--- config.mk ---
export PLATFORM = sky130hd
export DESIGN_NAME = conf_int_mac_job_sched_flat
export DESIGN_NICKNAME = d
export VERILOG_FILES = /design/src/rtl/conf_int_mac_job_sched_if.sv /design/src/rtl/conf_int_mac_job_sched.sv /design/src/flat_wrapper.sv
export SDC_FILE = /design/constraint.sdc
export NUM_CORES = 1
export LEC_CHECK = 0
export CAP_MARGIN = 20
export CELL_PAD_IN_SITES_DETAIL_PLACEMENT = 1
export CELL_PAD_IN_SITES_GLOBAL_PLACEMENT = 1
export CORE_MARGIN = 2
export CORE_UTILIZATION = 30
export CTS_CLUSTER_DIAMETER = 80
export CTS_CLUSTER_SIZE = 20
export DETAILED_ROUTE_END_ITERATION = 7
export PLACE_DENSITY = 0.85
export SETUP_SLACK_MARGIN = 0.15
export SYNTH_ARGS = -nofsm -noshare
export SYNTH_HDL_FRONTEND = slang
export SYNTH_SLANG_ARGS = --single-unit
--- constraint.sdc ---
create_clock -name clk -period 5.62 [get_ports clk]
set_input_delay 0.843 -clock clk [delete_from_list [all_inputs] [get_ports clk]]
set_output_delay 0.843 -clock clk [all_outputs]
set_load 0.01 [all_outputs]
--- src/rtl/conf_int_mac_job_sched_if.sv ---
// Requester-side bus of the MAC job scheduler: job requests, operand stream and tagged result.
interface conf_int_mac_job_sched_if #(
    parameter int unsigned NREQ  = 2,
    parameter int unsigned DW    = 32,
    parameter int unsigned LEN_W = 8,
    parameter int unsigned ID_W  = (NREQ > 1) ? $clog2(NREQ) : 1
);
    logic [NREQ-1:0]       req_start;
    logic [NREQ*LEN_W-1:0] req_len;
    logic [NREQ-1:0]       grant;
    logic [NREQ-1:0]       op_valid;
    logic [NREQ*DW-1:0]    op_a;
    logic [NREQ*DW-1:0]    op_b;
    logic [NREQ-1:0]       op_ready;
    logic                  res_valid;
    logic [ID_W-1:0]       res_id;
    logic [DW-1:0]         res_data;
    logic                  res_ready;

    modport master (
        output req_start, req_len, op_valid, op_a, op_b, res_ready,
        input  grant, op_ready, res_valid, res_id, res_data
    );

    modport slave (
        input  req_start, req_len, op_valid, op_a, op_b, res_ready,
        output grant, op_ready, res_valid, res_id, res_data
    );
endinterface

--- src/rtl/conf_int_mac_job_sched.sv ---
// Round-robin job scheduler sharing one MAC datapath between NREQ requesters.
// Each job clears the MAC, streams LEN operand pairs, drains and returns a tagged dot product.
module conf_int_mac_job_sched #(
    parameter int unsigned NREQ    = 2,
    parameter int unsigned DW      = 32,
    parameter int unsigned LEN_W   = 8,
    parameter int unsigned MAC_LAT = 1
) (
    input  logic                        clk,
    input  logic                        rst,
    conf_int_mac_job_sched_if.slave     bus,
    output logic                        mac_racc,
    output logic                        mac_rapx,
    output logic [DW-1:0]               mac_a,
    output logic [DW-1:0]               mac_b,
    input  logic [DW-1:0]               mac_d
);
    localparam int unsigned ID_W = (NREQ > 1) ? $clog2(NREQ) : 1;
    localparam int unsigned DRW  = $clog2(MAC_LAT + 2);

    typedef enum logic [2:0] {S_IDLE, S_CLEAR, S_FEED, S_DRAIN, S_DONE} state_t;

    state_t            state_q, state_nx;
    logic [ID_W-1:0]   ptr_q, ptr_nx, owner_q, owner_nx, winner;
    logic [LEN_W-1:0]  len_q, len_nx, cnt_q, cnt_nx;
    logic [DRW-1:0]    dcnt_q, dcnt_nx;
    logic              found, xfer;
    logic [NREQ-1:0]   grant_q, grant_nx, op_ready_q, op_ready_nx;
    logic              racc_q, racc_nx, rapx_q, rapx_nx;
    logic [DW-1:0]     mac_a_q, mac_a_nx, mac_b_q, mac_b_nx;
    logic              res_valid_q, res_valid_nx;
    logic [ID_W-1:0]   res_id_q, res_id_nx;
    logic [DW-1:0]     res_data_q, res_data_nx;

    // Next-state and next-output decode; outputs are registered from these values.
    always_comb begin
        state_nx    = state_q;
        ptr_nx      = ptr_q;
        owner_nx    = owner_q;
        len_nx      = len_q;
        cnt_nx      = cnt_q;
        dcnt_nx     = dcnt_q;
        res_id_nx   = res_id_q;
        res_data_nx = res_data_q;
        grant_nx    = '0;
        op_ready_nx = '0;
        mac_a_nx    = '0;
        mac_b_nx    = '0;
        found       = 1'b0;
        winner      = '0;
        xfer        = op_ready_q[owner_q] & bus.op_valid[owner_q];

        // First pending request at or after the pointer, wrapping around.
        for (int k = 0; k < int'(NREQ); k++) begin
            if (!found && bus.req_start[(int'(ptr_q) + k) % int'(NREQ)]) begin
                found  = 1'b1;
                winner = ID_W'((int'(ptr_q) + k) % int'(NREQ));
            end
        end

        case (state_q)
            S_IDLE: begin
                if (found) begin
                    grant_nx[winner] = 1'b1;
                    owner_nx         = winner;
                    len_nx           = bus.req_len[int'(winner)*LEN_W +: LEN_W];
                    ptr_nx           = (winner == ID_W'(NREQ - 1)) ? '0 : winner + ID_W'(1);
                    state_nx         = S_CLEAR;
                end
            end
            S_CLEAR: begin
                cnt_nx   = '0;
                dcnt_nx  = '0;
                state_nx = (len_q == '0) ? S_DRAIN : S_FEED;
            end
            S_FEED: begin
                if (xfer) begin
                    mac_a_nx = bus.op_a[int'(owner_q)*DW +: DW];
                    mac_b_nx = bus.op_b[int'(owner_q)*DW +: DW];
                    cnt_nx   = cnt_q + LEN_W'(1);
                    if (cnt_nx == len_q) state_nx = S_DRAIN;
                end
            end
            S_DRAIN: begin
                if (dcnt_q == DRW'(MAC_LAT)) begin
                    res_data_nx = mac_d;
                    res_id_nx   = owner_q;
                    state_nx    = S_DONE;
                end else begin
                    dcnt_nx = dcnt_q + DRW'(1);
                end
            end
            S_DONE: begin
                if (bus.res_ready) state_nx = S_IDLE;
            end
            default: state_nx = S_IDLE;
        endcase

        if (state_nx == S_FEED && cnt_nx < len_q) op_ready_nx[owner_nx] = 1'b1;
        racc_nx      = (state_nx != S_CLEAR);
        rapx_nx      = (state_nx != S_CLEAR);
        res_valid_nx = (state_nx == S_DONE);
    end

    // State and registered outputs; reset holds the MAC cleared.
    always_ff @(posedge clk or posedge rst) begin
        if (rst) begin
            state_q     <= S_IDLE;
            ptr_q       <= '0;
            owner_q     <= '0;
            len_q       <= '0;
            cnt_q       <= '0;
            dcnt_q      <= '0;
            grant_q     <= '0;
            op_ready_q  <= '0;
            racc_q      <= 1'b0;
            rapx_q      <= 1'b0;
            mac_a_q     <= '0;
            mac_b_q     <= '0;
            res_valid_q <= 1'b0;
            res_id_q    <= '0;
            res_data_q  <= '0;
        end else begin
            state_q     <= state_nx;
            ptr_q       <= ptr_nx;
            owner_q     <= owner_nx;
            len_q       <= len_nx;
            cnt_q       <= cnt_nx;
            dcnt_q      <= dcnt_nx;
            grant_q     <= grant_nx;
            op_ready_q  <= op_ready_nx;
            racc_q      <= racc_nx;
            rapx_q      <= rapx_nx;
            mac_a_q     <= mac_a_nx;
            mac_b_q     <= mac_b_nx;
            res_valid_q <= res_valid_nx;
            res_id_q    <= res_id_nx;
            res_data_q  <= res_data_nx;
        end
    end

    assign bus.grant     = grant_q;
    assign bus.op_ready  = op_ready_q;
    assign bus.res_valid = res_valid_q;
    assign bus.res_id    = res_id_q;
    assign bus.res_data  = res_data_q;
    assign mac_racc      = racc_q;
    assign mac_rapx      = rapx_q;
    assign mac_a         = mac_a_q;
    assign mac_b         = mac_b_q;
endmodule
--- src/flat_wrapper.sv ---
// flat-port wrapper written by rule: the top's interface ports become plain ports
module conf_int_mac_job_sched_flat 
#(
    parameter int unsigned NREQ    = 2,
    parameter int unsigned DW      = 32,
    parameter int unsigned LEN_W   = 8,
    parameter int unsigned MAC_LAT = 1
)
  (clk, rst, mac_racc, mac_rapx, mac_a, mac_b, mac_d, bus_req_start, bus_req_len, bus_op_valid, bus_op_a, bus_op_b, bus_res_ready, bus_grant, bus_op_ready, bus_res_valid, bus_res_id, bus_res_data);
  conf_int_mac_job_sched_if #(.NREQ(NREQ), .DW(DW), .LEN_W(LEN_W)) bus_i ();
  input  logic clk;
  input  logic rst;
  output logic mac_racc;
  output logic mac_rapx;
  output logic [DW-1:0] mac_a;
  output logic [DW-1:0] mac_b;
  input  logic [DW-1:0] mac_d;
  input wire logic [$bits(bus_i.req_start)-1:0] bus_req_start;
  input wire logic [$bits(bus_i.req_len)-1:0] bus_req_len;
  input wire logic [$bits(bus_i.op_valid)-1:0] bus_op_valid;
  input wire logic [$bits(bus_i.op_a)-1:0] bus_op_a;
  input wire logic [$bits(bus_i.op_b)-1:0] bus_op_b;
  input wire logic [$bits(bus_i.res_ready)-1:0] bus_res_ready;
  output wire logic [$bits(bus_i.grant)-1:0] bus_grant;
  output wire logic [$bits(bus_i.op_ready)-1:0] bus_op_ready;
  output wire logic [$bits(bus_i.res_valid)-1:0] bus_res_valid;
  output wire logic [$bits(bus_i.res_id)-1:0] bus_res_id;
  output wire logic [$bits(bus_i.res_data)-1:0] bus_res_data;
  assign bus_i.req_start = bus_req_start;
  assign bus_i.req_len = bus_req_len;
  assign bus_i.op_valid = bus_op_valid;
  assign bus_i.op_a = bus_op_a;
  assign bus_i.op_b = bus_op_b;
  assign bus_i.res_ready = bus_res_ready;
  assign bus_grant = bus_i.grant;
  assign bus_op_ready = bus_i.op_ready;
  assign bus_res_valid = bus_i.res_valid;
  assign bus_res_id = bus_i.res_id;
  assign bus_res_data = bus_i.res_data;
  conf_int_mac_job_sched #(.NREQ(NREQ), .DW(DW), .LEN_W(LEN_W), .MAC_LAT(MAC_LAT)) u_core (.clk(clk), .rst(rst), .bus(bus_i), .mac_racc(mac_racc), .mac_rapx(mac_rapx), .mac_a(mac_a), .mac_b(mac_b), .mac_d(mac_d));
endmodule
=== Yosys cells after proc, flatten, opt, wreduce, memory -nomap -nowiden ===
Cells that the tools add are included.
Widths: inputs -> output; s select.

* Flip-flop bits (word level): 126
* Output and inout port bits: 104

* Add/subtract/negate cells: 4
* $lt $le $gt $ge: 8
* Equality and inequality tests: 10
* Shift operators: 3
* Multiplexer cells: 38
* Bitwise operators: 2
* Reduce and logical (&&, ||, !) cells: 11

{| class="wikitable"
|+ Operator list
! operator !! count
|-
| $mux 32 || 4
|-
| $shiftx 64x7->32 || 2
|-
| $mux 1 || 19
|-
| $pmux 8 s2 || 1
|-
| $shiftx 16x5->8 || 1
|-
| $mux 3 || 5
|-
| $pmux 3 s5 || 1
|-
| $eq 3x2->1 const B || 3
|-
| $add 8x1->8 const B || 1
|-
| $eq 8x8->1 || 1
|-
| $logic_not 8->1 || 1
|-
| $lt 1x2->1 const B || 4
|-
| $lt 8x8->1 || 1
|-
| $mux 2 || 4
|-
| $mux 8 || 1
|-
| $eq 3x3->1 const B || 2
|-
| $reduce_and 2->1 || 3
|-
| $logic_and 1x1->1 || 4
|-
| $pmux 2 s2 || 1
|-
| $eq 3x1->1 const B || 1
|-
| $logic_not 3->1 || 1
|-
| $lt 2x3->1 const B || 1
|-
| $ne 3x1->1 const B || 1
|-
| $add 1x1->1 const B || 2
|-
| 9 further kinds || 11
|}

=== Logic depth before layout (Yosys ltp) ===
Gate-level depths: netlist of the first run.

* Word-level depth: 14
* Gate-level depth with buffers: 14

=== Least setup slack after synthesis of the first run ===
OpenSTA, ideal clock, no wires.

* Path type: input port to flip-flop
* Start: in bus_op_valid[0]
* End: reg u_core.op_ready_q[1] (netlist: u_core.bus.op_ready[1])
* Library setup time: 100 ps
* Arrival time: 2892 ps
* Required time: 5520 ps
* Setup slack: 2628 ps
* Stages on the path: 12
* Cells stage by stage: nand3b_1 > a21bo_1 > buf_6 > clkbuf_1 > nor2_1 > o21ai_0 > o41ai_1 > ha_1 > or4_1 > a211oi_1 > o31ai_1 > nor4bb_1

* Longest elaborated chain between the ends: 8
* Elaborated cells on any way between the ends: 11
* Classes of those cells: 1 x order compare; 1 x eq/ne; 7 x mux; 1 x bitwise; 1 x reduce/logical

{| class="wikitable"
|+ Ends and longest elaborated chain
! element !! RTL line !! source
|-
| start: declaration || flat_wrapper.sv:20 || <nowiki>input wire logic [$bits(bus_i.op_valid)-1:0] bus_op_valid;</nowiki>
|-
| $mux 1 (not written as such) (2 in a row) || conf_int_mac_job_sched.sv:51 || <nowiki>xfer = op_ready_q[owner_q] & bus.op_valid[owner_q];</nowiki>
|-
| $and 1x1->1 || conf_int_mac_job_sched.sv:51 ||
|-
| $mux 8 || conf_int_mac_job_sched.sv:77 || <nowiki>if (xfer) begin</nowiki>
|-
| $pmux 8 s2 || conf_int_mac_job_sched.sv:61 || <nowiki>case (state_q)</nowiki>
|-
| net u_core.cnt_nx[7] || conf_int_mac_job_sched.sv:25 || <nowiki>logic [LEN_W-1:0] len_q, len_nx, cnt_q, cnt_nx;</nowiki>
|-
| $lt 8x8->1 || conf_int_mac_job_sched.sv:99 || <nowiki>if (state_nx == S_FEED && cnt_nx < len_q) op_ready_nx[owner_nx] = 1'b1;</nowiki>
|-
| $logic_and 1x1->1 || conf_int_mac_job_sched.sv:99 ||
|-
| $mux 2 || conf_int_mac_job_sched.sv:99 ||
|-
| net u_core.op_ready_nx[1] || conf_int_mac_job_sched.sv:28 || <nowiki>logic [NREQ-1:0] grant_q, grant_nx, op_ready_q, op_ready_nx;</nowiki>
|-
| end signal: assignment || conf_int_mac_job_sched.sv:131 || <nowiki>op_ready_q <= op_ready_nx;</nowiki>
|-
| end: declaration || conf_int_mac_job_sched.sv:28 ||
|}

The timed path passes the listed nets, and every way through them passes these cells. The select of a mux whose other input is x is not followed.
A chain may end at the register's enable or synchronous reset.

=== Worst setup path in the final report of the first run ===
Same ends and word-level chain as after synthesis.

==> impl_metrics.yaml, run 1 <==
worst_setup_path:
  end_kind: "flop"
  crit_type: "in -> reg"
  arrival_ns: 3.84
  crit_path_start_kind: "primary input"
  worstPathMaxFanout: 32
  crit_required_ns: 5.92
floorplanning:
  initial_core_util: 0.307
  core_area_sq_um: 18000
  dieArea_sq_um: 19600
  io_pins: 287
  dieWidth_um: 140
  rows: 49
  die_height_um: 140
sta:
  period_share: 0.631
  period_needed_ns: 3.55
  worst_pin_slew_ns: 0.936
  skew_ns: 0.00613
  rsz0062_at_grt: "false"
  max_freq_mhz: 282
  slew_headroom: 0.376
  finalHoldViolations: 0
  setup_viol: 0
  finalSetupTns_ns: 0
  slew_violations: 0
logic_synthesis:
  yosys.cell_types.count: 43
  netlist.area_leader.share: 0.570
  synth_compound_area_frac: 0.0547
  synthMuxAreaShare: 0.197
  synth_area_per_cell_sq_um: 11.8
  async_flop_share: 1.00
  yosys.area_share.adder: 0.0203
  ys_top_cells_by_count: "dfrtp_1 (126), nor2_1 (73), mux2i_1 (72), mux2_2 (33), o21ai_0 (19)"
  synth_top_cell_by_area: "dfrtp_1"
  synthFlopType: "dfrtp_1"
  ys_ff_latch: 126
  synthSimpleGateAreaFrac: 0.106
  synthCells: 469
  synth_area_sq_um: 5540
  synth_top_family_by_area: "multiplexers"
  synth_xor_area_frac: 0.0174
  yosys-top-cells-area: "dfrtp_1 (57%), mux2i_1 (13%), mux2_2 (6.7%)"
  ys_warn_count: 0
  synth_edf_count: 0
  yosysSeqAreaShare: 0.570
  synth.most_common_cell: "dfrtp_1"
  synthesis.nets: 661
global_routing:
  grt_antenna_before_repair: 0
  grt_pass1_vias: 5330
  grt_max_degree: 75
  grt_pass1_wl_mm: 28.6
  grt_remaining_overflow: 0
  track_usage: 0.190
routing:
  drt_iter0_markers: 155
  drcViolationCount: 0
  wl_per_cell_um: 18.6
  firstDrtPassIters: 4
  vias: 4695
  viasPerCell: 4.74
  totalWireLength_mm: 18.4
  ant_nets: 0
job:
  drv_cap: 0
clocking:
  clk_path_buf_depth: 2
  cts_buffers: 17
  htree_num_levels: 4
  cts-resized-gates: 0
  insertion_delay_ns: 0.41
  ctsHoldBuffers: 0
  cts_root_buf: "clkbuf_16"
  clk_pin_slew_ns: 0.06
  clock_sinks: 126
  cts_setup_buffers: 0
  cts_tree: "built"
power_and_ir_drop:
  power.total_mw: 4.07
  ir_drop_uv: 226
  p_per_area_nw_per_um2: 442
  power_leakage_nw: 3.99
worst_hold_path:
  hold_class: "reg -> reg"
cells_and_area:
  diodes: 0
  final_nets: 940
  drive_gt1_frac: 0.0959
  fin_cells: 990
  regArea_sq_um: 3160
  area_growth_pct: 66.5
  multi_input_comb_area_sq_um: 2200
  final.fill_count: 1883
  final_core_util: 0.511
place:
  io_buffers: 286
  dp_cells: 958
  place_congestion: 0.819
  hpwl_mm: 14.3
outcome:
  status: "completed"
-- final timing paths --
check	slack, ns	depth (start not counted)	endpoint	start
min	0.49	2	u_core.ptr_q$_DFFE_PP0P_	u_core.ptr_q$_DFFE_PP0P_
min in group asynchronous	0.96	2	u_core.mac_b[7]$_DFF_PP0_	rst
max reg2reg	2.30	10	u_core.bus.op_ready[1]$_DFF_PP0_	u_core.state_q[1]$_DFF_PP0_
min reg2reg	0.49	2	u_core.ptr_q$_DFFE_PP0P_	u_core.ptr_q$_DFFE_PP0P_
max in group asynchronous	3.40	3	u_core.mac_b[29]$_DFF_PP0_	rst
max	2.07	11	u_core.bus.op_ready[1]$_DFF_PP0_	bus_op_valid[0]
-- per-layer routing --
metal / track usage / wire [um] / vias to the layer above
met5: 0 / 0 / -
met2: 0.336 / 9630 / 210
met3: 0.0626 / 1360 / 34
li1: - / - / 2178
met4: 0.0811 / 554 / 0
met1: 0.208 / 6870 / 2273
-- cell usage in the layout (no fill, tap or decap), types with 3 or more instances in the layout --
cell type        netlist  layout
clkdlybuf4s50_1        0     286
dfrtp_1              126     125
nor2_1                73      73
mux2i_1               72      72
mux2_2                33      33
o21ai_0               19      19
clkbuf_16              0      17
nand2_1               15      15
inv_1                 15      14
nand3_1               10       9
ha_1                   9       9
xnor2_1                8       8
nor3_1                 5       5
a21oi_1                5       5
o41ai_1                4       4
bufinv_16              0       4
buf_4                  2       4
nor3b_1                3       3
and3_1                 3       3
a31oi_1                3       3
nand2b_1               3       3
a21o_1                 3       3
xor2_1                 3       3
nor4_1                 3       3
clkbuf_1              18       3
clkinvlp_4             0       3
-- sequential cells by signal, summed over array words and instances (netlist names) --
register / count
u_core.mac_b: 32
u_core.bus.grant: 2
u_core.bus.res_id: 1
u_core.mac_a: 32
u_core.ptr_q: 1
u_core.cnt_q: 8
u_core.bus.res_data: 32
u_core.owner_q: 1
u_core.len_q: 8
u_core.mac_racc: 1
u_core.dcnt_q: 2
u_core.bus.res_valid: 1
u_core.state_q: 3
u_core.bus.op_ready: 2
-- area by class of cell --
class                   instances  share of cell area
flip-flops and latches        126               0.343
repair buffers                290               0.314
multi-input cells             298               0.238
clock buffers                  22              0.0504
well taps                     229              0.0311
clock inverters                10              0.0175
inverters                      15             0.00638
-- power breakdown --
group	switching (mW)	internal, mW	leakage, nW
registers	0.192	1.17	1.64
clock network	0.401	0.765	0.296
logic	0.699	0.849	2.05
-- critical path: stages --
cell             delay [ns]
clkdlybuf4s50_1        0.43
nand3b_1               0.12
a21bo_2                0.56
nor2_1                 0.10
o21ai_0                0.18
o41ai_1                0.14
ha_1                   0.25
or4_1                  0.55
a211oi_1               0.23
o31ai_1                0.14
nor4bb_1               0.30
-- kinds of logic (layout without fill, tap and decap cells) --
kind of cell,Yosys count,count (layout)
and+or+nand+nor,128,128
DFF,126,126
muxes,105,105
AOI/OAI and AO/OA,45,45
buffers and inverters,45,337
xor gates and xnor gates,11,11
adders and majority gates,9,9
-- through the flow --
| step | hold slack (ns) | worst slack, ns | area [sq um] |
|---|---|---|---|
| floorplan | 0.461 | 1.42 | 5540 |
| global placement | 0.476 | 1.85 | 8590 |
| detailed placement | 0.486 | 1.68 | 8590 |
| CTS | 0.498 | 2.07 | 9220 |
| global route | 0.523 | 1.85 | 9220 |
| finish | 0.493 | 2.07 | 9220 |
Power figures use the tool's default switching activity.
==> run 2, diff against run 1 <==
CORE_UTILIZATION = 27   (was 30)
PLACE_DENSITY = 0.81   (was 0.85)
clock period = 3.1 ns   (was 5.62 ns; I/O delays follow)
==> run 2 against run 1 <==
Effect of this change:
- non-clock buffer count up 11
- cell area up 2.0%
- utilization down 4.5 points
- die area up 11%
- clock power up 68%
- critical endpoint unchanged
- highest routed layer unchanged
==> impl_metrics.yaml, run 2 (same netlist as run 1, synthesis figures left out) <==
power_and_ir_drop:
  pwr-share-comb: 0.398
  p_clk_frac: 0.271
  ir_drop_uv: 339
  p_sw_mw: 2.31
  p_per_area_nw_per_um2: 774
  seqPwrFrac: 0.330
  internal_power_mw: 4.96
  switching_share: 0.318
  power_leakage_nw: 4.07
  power.total_mw: 7.28
floorplanning:
  rows: 52
  die_height_um: 147
  initial_core_util: 0.274
  core_area_sq_um: 20200
  io_pins: 287
  dieWidth_um: 147
  dieArea_sq_um: 21700
worst_setup_path:
  rr_endpoint: "u_core.bus.op_ready[1]$_DFF_PP0_"
  crit_required_ns: 3.40
  reg2reg_slack_ns: 0.31
  end_kind: "flop"
  rr_worst_depth: 10
  worstPathMaxFanout: 5
  r2r_start: "u_core.owner_q$_DFF_PP0_"
  cp_slowest_cell: "or4_1"
  crit_type: "reg -> reg"
  crit_chain: "nand3b_1 -> nand2_1 -> a21oi_1 -> o21ai_2 -> o41ai_4 -> ha_1 -> or4_1 -> a211oi_2 -> o31ai_2 -> nor4bb_1"
  crit_path_max_incr_delay_ns: 0.55
  crit_path_start_kind: "flop"
  arrival_ns: 3.09
global_routing:
  grt_remaining_overflow: 0
  grt_antenna_before_repair: 0
  track_usage: 0.162
  grt_pass1_wl_mm: 27.3
  grt_max_degree: 57
  grt_pass1_vias: 4972
job:
  drv_cap: 0
sta:
  worst_pin_slew_ns: 0.935
  period_needed_ns: 2.79
  whs_ns: 0.481
  period_share: 0.899
  rsz0062_at_grt: "false"
  skew_ns: 0.00771
  setup_viol: 0
  slew_headroom: 0.377
  slew_violations: 0
  fin_ws_ns: 0.312
  finalHoldViolations: 0
  max_freq_mhz: 359
clocking:
  clk_pin_slew_ns: 0.06
  clk_path_buf_depth: 2
  cts_root_buf: "clkbuf_16"
  insertion_delay_ns: 0.41
  cts_tree: "built"
  cts_setup_buffers: 0
  cts_buffers: 17
  clock_sinks: 126
  htree_num_levels: 4
cells_and_area:
  drive_gt1_frac: 0.127
  layout_common_cells: "clkdlybuf4s50_1 (286), dfrtp_1 (121), nor2_1 (73)"
  fin_cells: 1041
  final_core_util: 0.466
  final_common_cell: "clkdlybuf4s50_1"
  diodes: 0
  final_nets: 951
  area_growth_pct: 69.8
worst_hold_path:
  hold_class: "in -> async"
routing:
  drcViolationCount: 0
  ant_nets: 0
  wl_per_cell_um: 16.8
  drt_iter0_markers: 137
  firstDrtPassIters: 4
  viasPerCell: 4.45
  vias: 4633
  totalWireLength_mm: 17.5
place:
  place_ws_ns: -0.0787
  dp_cells: 1010
  hpwl_mm: 13.6
  place_congestion: 0.787
  io_buffers: 286
outcome:
  status: "completed"
-- run 2: cell type report --
cell class	instances	area, sq um
sequential	126	3160
multi-input combinational	298	2270
clock inverter	10	113
tap	270	338
fill	2175	10800
timing repair buffer	301	2990
inverter	15	60.1
clock buffer	21	470
-- run 2: worst max-delay path by stage --
stage	startpoint	to	slack [ns]	cells past startpoint
floorplan	u_core.state_q[1]$_DFF_PP0_	u_core.bus.op_ready[1]$_DFF_PP0_	0.33	13
global placement	bus_op_valid[0]	u_core.bus.op_ready[0]$_DFF_PP0_	-0.01	11
detailed placement	bus_op_valid[0]	u_core.bus.op_ready[1]$_DFF_PP0_	-0.08	11
CTS	u_core.state_q[2]$_DFF_PP0_	u_core.bus.op_ready[0]$_DFF_PP0_	0.17	10
global route	u_core.cnt_q[0]$_DFF_PP0_	u_core.bus.op_ready[1]$_DFF_PP0_	0.1	10
finish	u_core.owner_q$_DFF_PP0_	u_core.bus.op_ready[1]$_DFF_PP0_	0.31	10
-- run 2: stage by stage --
stage               area, sq um  TNS, ns
floorplan                  5540        0
global placement           8730  -0.0245
detailed placement         8730   -0.156
CTS                        9320        0
global route               9400        0
finish                     9400        0
-- run 2: layer usage --
metal | global-route usage | routed length, um | vias up
li1 | - | - | 2194
met1 | 0.192 | 7190 | 2224
met2 | 0.281 | 8730 | 201
met3 | 0.0584 | 1380 | 14
met4 | 0.0418 | 163 | 0
met5 | 0 | 0 | -
-- run 2: timing repair --
| item | CTS | global route |
|---|---|---|
| hold buffers | 0 | 0 |
| setup endpoints to repair | 0 | 2 |
| gates resized for setup | 0 | 19 |
-- run 2: power groups by stage --
stage	registers (mW)	clock network [mW]	logic (mW)
2_1_floorplan	2.54	0	1.37
3_3_place_gp	2.39	0	2.82
3_5_place_dp	2.43	0	2.88
4_1_cts	2.40	2.04	2.90
5_1_grt	2.47	2.11	3.14
6_report	2.40	1.97	2.90
-- run 2: worst max-delay path: cells and delay by family (launching register included) --
family / cells / cell delay (ns)
and+or+nand+nor: 4 / 1.17
AOI/OAI and AO/OA: 5 / 0.79
DFF: 1 / 0.50
adders and majority gates: 1 / 0.22
